`config.mk`:
```
export PLATFORM = sky130hd
export DESIGN_NAME = axi_4_slave_controller
export DESIGN_NICKNAME = d
export VERILOG_FILES = /design/src/rtl/axi_4_slave_controller.sv
export SDC_FILE = /design/constraint.sdc
export NUM_CORES = 1
export LEC_CHECK = 0
export CORE_AREA = 10 10 57 105
export CTS_CLUSTER_DIAMETER = 120
export DETAILED_ROUTE_END_ITERATION = 10
export DIE_AREA = 0 0 67 115
export DONT_BUFFER_PORTS = 1
export PLACE_DENSITY = 0.73
export RECOVER_POWER = 25
export REMOVE_ABC_BUFFERS = 1
export SETUP_SLACK_MARGIN = 0.4
export SYNTH_ARGS = -nofsm -noshare
export SYNTH_HDL_FRONTEND = slang
export SYNTH_SLANG_ARGS = --single-unit
```
`constraint.sdc`:
```
create_clock -name clk -period 4.5 [get_ports clk]
set_input_delay 0.9 -clock clk [delete_from_list [all_inputs] [get_ports clk]]
set_output_delay 0.9 -clock clk [all_outputs]
set_load 0.05 [all_outputs]
```
`src/rtl/axi_4_slave_controller.sv`:
```
// AXI-4 slave-side handshake controller.
// Accepts AR/AW addresses and W beats, drives memory read/write strobes with
// per-beat indices, produces RVALID/RLAST and one B response per write burst.
//
// Handshake rule: a transfer happens on a rising clock edge where both valid
// and ready are high. No valid output ever depends on a ready input. Readies
// may depend on same-cycle valids (s_awready on m_arvalid, s_wready on
// m_awvalid), but never the other way around.
module axi_4_slave_controller #(
    parameter int LEN_W = 8
) (
    input  logic             clk,
    input  logic             reset,
    input  logic             m_arvalid,
    input  logic [LEN_W-1:0] m_arlen,
    output logic             s_arready,
    output logic             latch_araddr,
    input  logic             m_rready,
    output logic             s_rvalid,
    output logic             s_rlast,
    output logic             mem_rd_en,
    output logic [LEN_W-1:0] rd_beat_idx,
    input  logic             m_awvalid,
    input  logic [LEN_W-1:0] m_awlen,
    output logic             s_awready,
    output logic             latch_awaddr,
    input  logic             m_wvalid,
    input  logic             m_wlast,
    output logic             s_wready,
    output logic             mem_wr_en,
    output logic [LEN_W-1:0] wr_beat_idx,
    output logic             s_bvalid,
    output logic [1:0]       s_bresp,
    input  logic             m_bready,
    output logic [2:0]       dbg_state
);

    typedef enum logic [2:0] {
        SLAVE_IDLE = 3'd0,
        READ_ISSUE = 3'd1,
        READ_DATA  = 3'd2,
        WRITE_DATA = 3'd3,
        WRITE_RESP = 3'd4
    } state_t;

    localparam logic [LEN_W:0]   CNT_ONE = {{LEN_W{1'b0}}, 1'b1};
    localparam logic [LEN_W-1:0] RD_ONE  = {{(LEN_W-1){1'b0}}, 1'b1};

    state_t           state;
    state_t           state_next;
    logic [LEN_W-1:0] rd_len;
    logic [LEN_W-1:0] rd_cnt;
    logic [LEN_W-1:0] wr_len;
    logic [LEN_W:0]   wr_cnt;     // one extra bit so overlong bursts are seen, not wrapped
    logic             err;
    logic             aw_done;
    logic [1:0]       bresp_q;

    // Beat bookkeeping: in SLAVE_IDLE beat 0 is judged against the incoming awlen
    logic [LEN_W:0]   cur_cnt;
    logic [LEN_W-1:0] cur_len;
    logic             cur_err;
    logic             w_beat;
    logic             beat_over;
    logic             last_bad;
    logic             err_upd;
    logic [LEN_W:0]   cnt_inc;

    // Select the write counter/length/error view for the current state
    always_comb begin
        cur_cnt = wr_cnt;
        cur_len = wr_len;
        cur_err = err;
        if (state == SLAVE_IDLE) begin
            cur_cnt = '0;
            cur_len = m_awlen;
            cur_err = 1'b0;
        end
    end

    assign w_beat    = s_wready & m_wvalid;
    assign beat_over = cur_cnt > {1'b0, cur_len};
    assign last_bad  = m_wlast & (cur_cnt != {1'b0, cur_len});
    assign err_upd   = cur_err | (w_beat & (beat_over | last_bad));
    assign cnt_inc   = (cur_cnt == '1) ? cur_cnt : cur_cnt + CNT_ONE;

    // Next-state and handshake/strobe outputs
    always_comb begin
        state_next   = state;
        s_arready    = 1'b0;
        s_awready    = 1'b0;
        s_wready     = 1'b0;
        latch_araddr = 1'b0;
        latch_awaddr = 1'b0;
        s_rvalid     = 1'b0;
        s_rlast      = 1'b0;
        mem_rd_en    = 1'b0;
        mem_wr_en    = 1'b0;
        s_bvalid     = 1'b0;
        case (state)
            SLAVE_IDLE: begin
                s_arready = 1'b1;
                s_awready = ~m_arvalid;
                if (m_arvalid) begin
                    latch_araddr = 1'b1;
                    state_next   = READ_ISSUE;
                end else if (m_awvalid) begin
                    latch_awaddr = 1'b1;
                    s_wready     = 1'b1;
                    mem_wr_en    = m_wvalid & ~beat_over;
                    state_next   = (m_wvalid && m_wlast) ? WRITE_RESP : WRITE_DATA;
                end
            end
            READ_ISSUE: begin
                mem_rd_en  = 1'b1;
                state_next = READ_DATA;
            end
            READ_DATA: begin
                s_rvalid = 1'b1;
                s_rlast  = (rd_cnt == rd_len);
                if (m_rready) begin
                    state_next = s_rlast ? SLAVE_IDLE : READ_ISSUE;
                end
            end
            WRITE_DATA: begin
                s_wready  = aw_done;
                mem_wr_en = w_beat & ~beat_over;
                if (w_beat && m_wlast) begin
                    state_next = WRITE_RESP;
                end
            end
            WRITE_RESP: begin
                s_bvalid = 1'b1;
                if (m_bready) begin
                    state_next = SLAVE_IDLE;
                end
            end
            default: state_next = SLAVE_IDLE;
        endcase
    end

    // State register, burst counters, error flag and registered response
    always_ff @(posedge clk or negedge reset) begin
        if (!reset) begin
            state   <= SLAVE_IDLE;
            rd_len  <= '0;
            rd_cnt  <= '0;
            wr_len  <= '0;
            wr_cnt  <= '0;
            err     <= 1'b0;
            aw_done <= 1'b0;
            bresp_q <= 2'b00;
        end else begin
            state <= state_next;
            case (state)
                SLAVE_IDLE: begin
                    if (m_arvalid) begin
                        rd_len <= m_arlen;
                        rd_cnt <= '0;
                    end else if (m_awvalid) begin
                        wr_len  <= m_awlen;
                        wr_cnt  <= w_beat ? CNT_ONE : '0;
                        aw_done <= 1'b1;
                        err     <= err_upd;
                        if (w_beat && m_wlast) begin
                            bresp_q <= err_upd ? 2'b10 : 2'b00;
                        end
                    end
                end
                READ_DATA: begin
                    if (m_rready && !s_rlast) begin
                        rd_cnt <= rd_cnt + RD_ONE;
                    end
                end
                WRITE_DATA: begin
                    if (w_beat) begin
                        wr_cnt <= cnt_inc;
                        err    <= err_upd;
                        if (m_wlast) begin
                            bresp_q <= err_upd ? 2'b10 : 2'b00;
                        end
                    end
                end
                WRITE_RESP: begin
                    if (m_bready) begin
                        err     <= 1'b0;
                        aw_done <= 1'b0;
                    end
                end
                default: ;
            endcase
        end
    end

    assign rd_beat_idx = rd_cnt;
    assign wr_beat_idx = cur_cnt[LEN_W-1:0];
    assign s_bresp     = bresp_q;
    assign dbg_state   = state;

endmodule

```
Word-level counts from Yosys, hierarchy flattened
Cells that the tools add are included.
{"block": "word_totals", "n_memories": 0, "romBits": 0, "ram_bits": 0, "input_bits": 24, "wordCells": 105, "latchBits": 0, "ff_bits": 40}
{"block": "classes", "mul": 0, "reduce_logical": 17, "n_addsub": 2, "shift": 0, "bitwise": 9, "mux": 50, "n_div": 0, "magnitude_cmp": 1, "eq_ne": 18}
{"cell": "$mux W9", "count": 5}
{"cell": "$mux W8", "count": 3}
{"cell": "$mux W1", "count": 22}
{"cell": "$mux W3", "count": 6}
{"cell": "$ne A2 B2 Y1 const B", "count": 9}
{"cell": "$pmux W9 S2", "count": 1}
{"cell": "$pmux W8 S2", "count": 1}
{"cell": "$pmux W3 S5", "count": 1}
{"cell": "$mux W2", "count": 6}
{"cell": "$reduce_and A4 Y1", "count": 3}
{"cell": "$add A9 B1 Y9 const B", "count": 1}
{"cell": "$eq A9 B9 Y1 const B", "count": 1}
{"cell": "$gt A9 B8 Y1", "count": 1}
{"cell": "$ne A9 B8 Y1", "count": 1}
{"cell": "$add A8 B1 Y8 const B", "count": 1}
{"cell": "$eq A8 B8 Y1", "count": 1}
{"cell": "$eq A3 B2 Y1 const B", "count": 2}
{"cell": "$pmux W1 S2", "count": 3}
{"cell": "$reduce_and A3 Y1", "count": 2}
{"cell": "$reduce_and A6 Y1", "count": 1}
{"cell": "$reduce_bool A2 Y1", "count": 3}
{"cell": "$and A1 B1 Y1", "count": 5}
{"cell": "$reduce_and A5 Y1", "count": 1}
{"cell": "$pmux W2 S2", "count": 1}
{"cell": "12 further kinds", "count": 16}

Longest topological paths before layout
Gate-level depths: netlist of the first run.
{"block": "logic_depth", "depth_word": 12, "mapped_depth": 13, "mapped_depth_nobuf": 10}

Worst setup path before layout of the first run
No wires, ideal clock.
{"block": "synth_path", "path_type": "register to output", "from": "register state[0] (netlist: dbg_state[0])", "to": "output mem_wr_en", "arrival_ns": 3.652, "required_ns": 3.600, "path_stages_with_launch": 13, "slack_ns": -0.052, "cell_sequence": "dfrtp_1 -> buf_2 -> or3_1 -> buf_6 -> buf_6 -> clkbuf_1 -> and2_1 -> ha_1 -> nor2b_1 -> o21ai_0 -> a21oi_1 -> o311ai_0 -> and3_1"}
{"block": "synth_between", "elab_chain_cells": 8, "elab_cells_between_ends": 13, "cone_classes": "order compare (1); eq/ne (1); mux (6); bitwise (4); reduce/logical (1)"}
{"item": "start: declaration", "line": "49", "rtl": "state_t state;"}
{"item": "start signal: assignment", "line": "154", "rtl": "state <= state_next;"}
{"item": "$logic_not A3 Y1 (*)", "line": "74", "rtl": "if (state == SLAVE_IDLE) begin"}
{"item": "$mux W9 (*)", "line": "74"}
{"item": "named net wr_beat_idx[1]", "line": "31", "rtl": "output logic [LEN_W-1:0] wr_beat_idx,"}
{"item": "$gt A9 B8 Y1 (*)", "line": "82", "rtl": "assign beat_over = cur_cnt > {1'b0, cur_len};"}
{"item": "$not A1 Y1 (*)", "line": "110, 127"}
{"item": "$and A1 B1 Y1", "line": "110", "rtl": "mem_wr_en = m_wvalid & ~beat_over;"}
{"item": "$mux W1", "line": "107", "rtl": "end else if (m_awvalid) begin"}
{"item": "$mux W1", "line": "104", "rtl": "if (m_arvalid) begin"}
{"item": "$pmux W1 S2 (*)", "line": "100", "rtl": "case (state)"}
{"item": "end: declaration", "line": "30", "rtl": "output logic mem_wr_en,"}
The timed path passes the listed nets; every way through them passes the cells marked *.

Final worst setup path of the first run
{"block": "layout_path", "from": "register state[2] (netlist: dbg_state[2])", "to": "output mem_wr_en"}
{"block": "layout_between", "elab_chain_cells": 8, "elab_cells_between_ends": 13, "cone_classes": "order compare (1); eq/ne (1); mux (6); bitwise (4); reduce/logical (1)"}
{"item": "$logic_not A3 Y1", "line": "74, 100"}
{"item": "$mux W9 or $mux W8 (tied branches)", "line": "74"}
{"item": "$gt A9 B8 Y1", "line": "82"}
{"item": "$not A1 Y1", "line": "110, 127"}
{"item": "$and A1 B1 Y1", "line": "110"}
{"item": "$mux W1", "line": "107"}
{"item": "$mux W1", "line": "104"}
{"item": "$pmux W1 S2 (*)", "line": "100"}
Mark *: on every way between the ends. The rest lies on a longest branch, timed or not.

==> results of run 1 <==
-- power by group --
group / internal, uW / switching (uW)
registers: 454 / 129
logic: 290 / 627
clock network: 221 / 130
total: 966 / 886
-- placed cells by master, fill, tap and decap left out, drive strengths merged, types with 4 or more instances in the layout --
cell,n
nand2b,4
nand4,4
xor2,10
dfrtp,39
o21ai,15
a21o,4
and3,7
a21oi,21
and2,8
buf,11
nand3,11
ha,8
clkbuf,5
mux2i,6
nor3,8
nor2,12
or3,5
nand2,65
inv,10
nor4,4
-- layout make-up --
type / count / area share
Tap cell: 54 / 0.02477
Clock buffer: 5 / 0.02523
Clock inverter: 3 / 0.02477
Inverter: 10 / 0.01560
Multi-Input combinational cell: 229 / 0.5170
Sequential cell: 39 / 0.3578
Timing Repair Buffer: 11 / 0.03486
-- worst paths after layout --
kind                         startpoint        endpoint
max                        dbg_state[2]       mem_wr_en
min                               reset       wr_cnt[5]
max reg2reg                dbg_state[2]       wr_cnt[0]
min reg2reg                   wr_len[0]       wr_len[0]
max in group asynchronous         reset  rd_beat_idx[5]
min in group clk              wr_len[0]       wr_len[0]
-- kinds of logic (layout without fill, tap and decap cells) --
group / after synthesis / in the layout
flops: 39 / 39
compound gates: 64 / 64
other cells: 1 / 1
buf+inv: 23 / 29
fa+ha+maj: 9 / 9
xor+xnor: 11 / 11
mux: 7 / 7
simple gates: 137 / 137
-- per-layer routing --
layer	track usage	part of all wire
met5	0	0
met4	0.1033	0.038
met1	0.1666	0.32
met2	0.3225	0.54
met3	0.07018	0.098
-- flip-flops by register name, summed over array words and instances (netlist names) --
register / count
wr_cnt: 9
wr_len: 8
rd_beat_idx: 8
err: 1
dbg_state: 3
aw_done: 1
rd_len: 8
s_bresp: 1
-- critical path: stages, from the launching register on --
cell,delay [ps]
dfrtp_1,380
or3_4,480
buf_4,240
mux2i_1,260
ha_1,330
a21oi_1,170
o221ai_1,150
o311ai_0,330
and3_1,260
buf_12,150
-- per-stage QoR --
stage,util,setup WS [ps],cell area [sq um],hold slack (ps),setup TNS [ps]
after floorplan,-,-8.781,2414,445.4,-8.781
after global placement,0.6008,564.0,2581,458.4,0
after detailed placement,0.6008,545.5,2581,467.3,0
after CTS,0.6340,496.5,2724,279.6,0
after global routing,0.6348,441.6,2728,269.0,0
final,0.6348,549.8,2728,286.2,0
==> impl_metrics.py, run 1 <==
metrics = {
    "global_routing": {
        "grt_pass1_wl_mm": 10.98,
        "gr-total-overflow": 0,
        "grt.total_usage": 0.1813,
        "grt_start_max_net_pins": 40,
        "grt_pass1_vias": 2327,
        "antenna_found_initial": 0,
    },
    "floorplanning": {
        "start_util": 0.5807,
        "die_area_sq_um": 7705,
        "core_sq_um": 4297,
        "die_h_um": 115,
        "num_io_pins": 55,
        "rows": 34,
        "chipWidth_um": 67,
    },
    "placed_design": {
        "numPortBuffers": 0,
        "placed_cells": 343,
        "gp_congestion": 0.8886,
        "place_hpwl_mm": 5.200,
    },
    "yosys": {
        "synthTopCellsByArea": "dfrtp_1 39%, nand2_1 9.6%, a21oi_1 4.2%, ha_1 4.0%, xor2_1 3.5%",
        "muxShareOfSynthArea": 0.02859,
        "synth_seq_cells": 39,
        "synthArstFlopShare": 1.000,
        "synth_common_cells": "64 x nand2_1, 39 x dfrtp_1, 21 x a21oi_1, 13 x o21ai_0, 12 x nor2_1",
        "synth_top_cell_by_area": "dfrtp_1",
        "synth_top_family_by_area": "simple AND/OR/NAND/NOR gates",
        "yosys_warnings": 0,
        "synthAdderAreaFrac": 0.04413,
        "avgSynthCellArea_sq_um": 8.574,
        "seq_area_frac_synth": 0.3912,
        "synth_compound_area_frac": 0.1730,
        "synth_area_sq_um": 2495,
        "synth_cell_types": 58,
        "synth_simple_gate_area_frac": 0.2743,
        "synthFlopType": "dfrtp_1",
        "synth-xor-area-share": 0.03862,
        "synth_top_area_share": 0.3912,
        "netlist_instances": 291,
        "yosysMostFrequentCell": "nand2_1",
        "synth_edf_count": 0,
    },
    "final_layout": {
        "multiInputGateArea_sq_um": 1410,
        "layout-drive-gt1-share": 0.1111,
        "layout.nets": 328,
        "register_area_sq_um": 975.9,
        "area.growth.synth_to_final_pct": 9.328,
        "n_fill_cell": 404,
        "stdcell_count": 351,
        "antenna_cells": 0,
    },
    "cts": {
        "path_clk_slew_ps": 80,
        "postCtsSetupBuffers": 0,
        "cts.sinks": 39,
        "cts_max_level": 2,
        "cts_resized": 2,
        "cts_buffer_depth": 2,
        "cts_tree": "built",
        "cts_root_buffer": "clkbuf_8",
        "clk_latency_ps": 300,
        "cts_buffers": 5,
        "hold_buffers": 0,
    },
    "sta": {
        "hold_viol_final": 0,
        "drv_slew": 0,
        "slew_headroom": 0.3097,
        "worstMarginPinSlew_ps": 1032,
        "rsz0062_at_grt": "false",
        "skew_ps": 10.43,
        "fmax_mhz": 253.2,
        "min_period_ps": 3950,
        "finalCritPeriodShare": 0.8778,
        "finalSetupViolations": 0,
    },
    "route": {
        "drt_first_pass_iters": 4,
        "route.detailed.drc": 0,
        "drt-initial-drc-count": 111,
        "routedWlPerCell_um": 19.30,
        "routed_wl_mm": 6.775,
        "routed_via_density": 6.242,
        "via_count": 2191,
        "drtAntennaViolNets": 0,
    },
    "critical_path": {
        "path_max_fanout": 14,
        "reg2reg_depth": 8,
        "r2r_slack_ps": 1660,
        "crit_required_ps": 3600,
        "worstSetupPathType": "flop to output port",
        "worstSetupEndpointType": "output port",
        "arrival_ps": 3050,
        "cp-start-kind": "flop",
    },
    "pwr": {
        "total_power_uw": 1852,
        "leakage_uw": 0.001337,
        "cellPowerDensity_nw_per_um2": 678.9,
        "ir_drop_mv": 0.5450,
    },
    "run": {
        "cap_viol_max_count": 0,
    },
    "status": {
        "status": "completed",
    },
    "min_path": {
        "hold_class": "input pin to async pin",
    },
}
(Power assumes the default switching activity.)
==> run 2, diff against run 1 <==
- CORE_AREA: 10 10 57 105 -> 10 10 71 133
- DIE_AREA: 0 0 67 115 -> 0 0 81 143
- PLACE_DENSITY: 0.73 -> default
- clock period: 4.5 -> 3.2 ns (I/O delays scaled with it)
==> run 2 against run 1 <==
Effect of this change:
- the run now ends with setup timing left
- worst setup slack got worse by 720 ps
- critical path depth did not move
- combinational power rose by 92%
- count of clock-buffer cells in the layout did not move
- flip-flop and latch count did not move
- wire length rose by 17%
- hold slack got worse by 240 ps
- core utilization fell by 19 points
- global-route usage fell by 3.9 points
- critical path type unchanged
- largest cell class unchanged
- largest power group unchanged
==> impl_metrics.py, run 2 (synthesized netlist as in run 1, its figures left out) <==
metrics = {
    "critical_path": {
        "worstSetupEndpointType": "output port",
        "cp-start-kind": "flop",
        "crit_required_ps": 2560,
        "reg2reg_depth": 12,
        "path_max_fanout": 8,
        "worstSetupPathType": "flop to output port",
        "arrival_ps": 2730,
        "r2r_slack_ps": 470,
    },
    "pwr": {
        "leakage_uw": 0.001526,
        "clock_power_share": 0.184,
        "cellPowerDensity_nw_per_um2": 965.3,
        "seqPwrFrac": 0.248,
        "total_power_uw": 3099,
        "switching_power_uw": 1396,
        "ir_drop_mv": 0.4749,
        "swShare": 0.4506,
        "p_int_uw": 1703,
        "pwr-share-comb": 0.568,
    },
    "sta": {
        "fmax_mhz": 296.6,
        "min_period_ps": 3372,
        "rsz0062_at_grt": "true",
        "holdWs_ps": 45.11,
        "fin_ws_ps": -171.8,
        "skew_ps": 2.839,
        "hold_viol_final": 0,
        "slew_headroom": 0.3949,
        "finalCritPeriodShare": 1.054,
        "finalSetupViolations": 1,
        "worstMarginPinSlew_ps": 903.6,
        "drv_slew": 0,
    },
    "global_routing": {
        "grt_pass1_wl_mm": 12.61,
        "grt_start_max_net_pins": 40,
        "gr-total-overflow": 0,
        "grt_pass1_vias": 2486,
        "antenna_found_initial": 0,
        "grt.total_usage": 0.1419,
    },
    "final_layout": {
        "final_area_sq_um": 3211,
        "largest_register_ffs": 9,
        "antenna_cells": 0,
        "n_fill_cell": 746,
        "layout.nets": 363,
        "register_area_sq_um": 975.9,
        "layout_common_cells": "64 x nand2_1, 42 x buf_4, 39 x dfrtp_1",
        "layout-drive-gt1-share": 0.2620,
        "multiInputGateArea_sq_um": 1525,
        "final_util": 0.4418,
        "final_common_cell": "nand2_1",
        "regMostFlops": "wr_cnt",
        "area.growth.synth_to_final_pct": 28.69,
    },
    "floorplanning": {
        "rows": 44,
        "num_io_pins": 55,
        "die_h_um": 143,
        "core_sq_um": 7267,
        "start_util": 0.3433,
        "chipWidth_um": 81,
        "die_area_sq_um": 11580,
    },
    "cts": {
        "path_clk_slew_ps": 60,
        "cts_max_level": 2,
        "cts_root_buffer": "clkbuf_16",
        "cts_tree": "built",
        "cts_buffer_depth": 2,
        "cts_buffers": 5,
        "cts.sinks": 39,
        "clk_latency_ps": 280,
    },
    "route": {
        "routedWlPerCell_um": 18.74,
        "route.detailed.drc": 0,
        "drt_first_pass_iters": 4,
        "routed_wl_mm": 7.947,
        "routed_via_density": 5.425,
        "drtAntennaViolNets": 0,
        "drt-initial-drc-count": 134,
        "via_count": 2300,
    },
    "min_path": {
        "hold_class": "input pin to async pin",
    },
    "placed_design": {
        "place_area_sq_um": 2831,
        "place_hpwl_mm": 6.265,
        "numPortBuffers": 0,
        "gp_congestion": 0.8872,
        "place_worst_setup_slack_ps": -93.08,
    },
    "status": {
        "status": "finished, violations left",
        "violations": "setup timing",
    },
    "run": {
        "cap_viol_max_count": 0,
    },
}
-- run 2: cell count changes in the layout (fill, tap and decap cells not counted), moves of 4 or more --
cell,previous run,this run
clkbuf_8,5,0
ha_1,8,4
clkbuf_16,0,5
buf_4,10,42
-- run 2: per-stage QoR --
stage	setup TNS (ps)	cells
2_1_floorplan	-1966	278
6_report	-171.8	424
5_1_grt	-277.8	424
3_3_place_gp	-28.09	408
3_5_place_dp	-93.08	408
4_1_cts	-202.3	419
-- run 2: repair_timing --
item                                    4_1_cts  5_1_grt
hold buffers                                  0        0
gates cloned                                  0        0
endpoints found under the setup margin        4        6
resized for setup                            20       13
pin swaps                                     8       13
setup buffers                                 3        5
-- run 2: area by class of cell --
type	instances	area share
clock buffers	5	0.03897
clock inverters	3	0.01364
inverters	10	0.01481
multi-input cells	229	0.4751
flip-flops and latches	39	0.3040
well taps	92	0.03585
repair buffers	46	0.1177
-- run 2: per-layer routing --
layer | routed length (um) | track usage
met1 | 2509 | 0.1213
met2 | 4389 | 0.2648
met3 | 779 | 0.06478
met4 | 269 | 0.06508
met5 | 0 | 0
-- run 2: path summary, 6_finish.rpt --
kind,startpoint,to
min,reset,rd_len[2]
min reg2reg,wr_len[3],wr_len[3]
min in group clk,m_arlen[0],rd_len[0]
max in group asynchronous,reset,wr_cnt[0]
max reg2reg,dbg_state[0],err
max,dbg_state[0],mem_wr_en
-- run 2: power by group through the flow --
stage / registers [uW] / logic, uW / clock network [uW]
finish: 769 / 1760 / 571
global route: 787 / 1930 / 604
CTS: 768 / 1690 / 588
detailed placement: 771 / 1530 / 0
global placement: 770 / 1510 / 0
floorplan: 875 / 906 / 0
-- run 2: worst max-delay path: stages (launching register included) --
cell	delay, ps
dfrtp_1	370
or3_4	480
mux2i_4	230
ha_4	220
a21o_1	200
a21oi_2	160
o221ai_2	100
o311ai_1	290
and3_1	250
buf_12	150
==> run 3, diff against run 2 <==
- CORE_AREA: 10 10 71 133 -> 10 10 96 98
- DIE_AREA: 0 0 81 143 -> 0 0 106 108
==> run 3 against run 2 <==
Effect of this change:
- the flow still finishes with violations (setup timing)
- die area fell by 1.2%
- hold slack lost 15 ps
- non-clock buffer count unchanged
- clock power decreased by 24%
- worst setup slack worse by 99 ps
- first-iteration DRC count down 10%
- combinational power is 5% higher
- cell area is 0.19% higher
- critical path type unchanged
==> impl_metrics.py, run 3 (synthesized netlist as in run 1, its figures left out) <==
metrics = {
    "placed_design": {
        "place_hpwl_mm": 5.433,
        "place_worst_setup_slack_ps": -61.63,
        "numPortBuffers": 0,
        "gp_congestion": 0.9296,
    },
    "final_layout": {
        "final_common_cell": "nand2_1",
        "layout_common_cells": "64 x nand2_1, 38 x dfrtp_1, 36 x buf_4",
        "area.growth.synth_to_final_pct": 28.94,
        "largest_register_ffs": 9,
        "regMostFlops": "wr_cnt",
        "layout-drive-gt1-share": 0.2711,
        "antenna_cells": 0,
        "layout.nets": 363,
    },
    "cts": {
        "cts_tree": "built",
        "clk_latency_ps": 300,
        "cts_buffer_depth": 2,
        "cts_buffers": 5,
        "cts_root_buffer": "clkbuf_8",
        "cts_max_level": 2,
        "path_clk_slew_ps": 80,
        "cts.sinks": 39,
    },
    "sta": {
        "fin_ws_ps": -270.5,
        "slew_headroom": 0.4042,
        "worstMarginPinSlew_ps": 889.8,
        "hold_viol_final": 0,
        "rsz0062_at_grt": "true",
        "min_period_ps": 3470,
        "skew_ps": 5.299,
        "finalSetupViolations": 1,
        "fmax_mhz": 288.1,
        "finalCritPeriodShare": 1.085,
        "drv_slew": 0,
    },
    "global_routing": {
        "gr-total-overflow": 0,
        "grt_pass1_wl_mm": 12.45,
        "grt_pass1_vias": 2408,
        "antenna_found_initial": 0,
        "grt_start_max_net_pins": 40,
        "grt.total_usage": 0.1334,
    },
    "critical_path": {
        "cp-start-kind": "flop",
        "worstSetupPathType": "flop to output port",
        "crit_buf_inv": 3,
        "crit_chain": "or3_4 > buf_6 > mux2i_4 > ha_4 > nor2b_4 > buf_6 > o211a_1 > o311ai_1 > and3_1 > buf_12",
        "worstSetupEndpointType": "output port",
        "crit_required_ps": 2560,
        "critical_path.slowest_cell": "or3_4",
        "arrival_ps": 2830,
        "path_delay_family": "simple AND/OR/NAND/NOR gates",
        "path_max_fanout": 5,
        "slowest_delay_ps": 420,
        "cpMostUsedCell": "buf_6",
    },
    "floorplanning": {
        "start_util": 0.3350,
        "die_h_um": 108,
        "core_sq_um": 7447,
        "chipWidth_um": 106,
        "rows": 32,
        "die_area_sq_um": 11450,
        "num_io_pins": 55,
    },
    "status": {
        "status": "finished, violations left",
        "violations": "setup timing",
    },
    "route": {
        "via_count": 2322,
        "routed_via_density": 5.350,
        "drtAntennaViolNets": 0,
        "routedWlPerCell_um": 17.51,
        "routed_wl_mm": 7.598,
        "drt_first_pass_iters": 4,
        "drt-initial-drc-count": 120,
        "route.detailed.drc": 0,
    },
    "min_path": {
        "hold_class": "input pin to async pin",
    },
    "pwr": {
        "cellPowerDensity_nw_per_um2": 947.3,
        "leakage_uw": 0.001507,
        "ir_drop_mv": 0.3128,
        "total_power_uw": 3047,
    },
    "run": {
        "cap_viol_max_count": 0,
    },
}
## run 3: cell count changes in the layout (fill, tap and decap cells not counted), sizes merged
cell	previous run	this run
clkbuf	5	6
clkinv	2	1
## run 3: through the flow
stage          instances  TNS, ps  utilization  area, sq um  hold slack [ps]
6_report             434   -270.5       0.4320         3217            29.78
3_3_place_gp         417   -7.134       0.3826         2849            346.0
3_5_place_dp         417   -61.63       0.3826         2849            346.2
5_1_grt              434   -334.1       0.4320         3217            4.576
4_1_cts              433   -222.7       0.4249         3164            20.13
2_1_floorplan        278    -1966            -         2414            344.4
## run 3: cell type report
type                            instances  area (sq um)
Clock buffer                            6         82.58
Clock inverter                          2         35.03
Fill cell                             767          4230
Inverter                               10         47.55
Multi-Input combinational cell        229          1546
Sequential cell                        39         977.2
Tap cell                              102         127.6
Timing Repair Buffer                   46         400.4
## run 3: where the power goes
| group | switching, uW | total (uW) | internal (uW) |
|---|---|---|---|
| registers | 134 | 774 | 640 |
| clock network | 181 | 434 | 252 |
| logic | 1090 | 1840 | 747 |
| total | 1410 | 3050 | 1640 |
## run 3: final timing paths
kind	depth (start not counted)	slack, ps	to	from
hold reg to reg	2	480	wr_len[0]	wr_len[0]
min in group clk	2	450	wr_len[2]	m_awlen[2]
setup reg to reg	11	520	err	dbg_state[2]
hold / removal	0	30	wr_len[5]	reset
setup / recovery	10	-270	mem_wr_en	dbg_state[2]
max in group asynchronous	0	3080	rd_beat_idx[7]	reset
## run 3: routing by layer
metal  GRT usage  share of wire
met1      0.1596           0.41
met5           0              0
met3     0.05175          0.093
met4     0.03288         0.0080
met2      0.2213           0.49
## run 3: timing repair
| action | CTS | global route |
|---|---|---|
| endpoints found under the setup margin | 4 | 6 |
| hold buffers | 0 | 0 |
| gates cloned | 1 | 0 |
| gates resized for setup | 30 | 11 |
| pin swaps | 13 | 8 |
| buffers inserted | 7 | 1 |
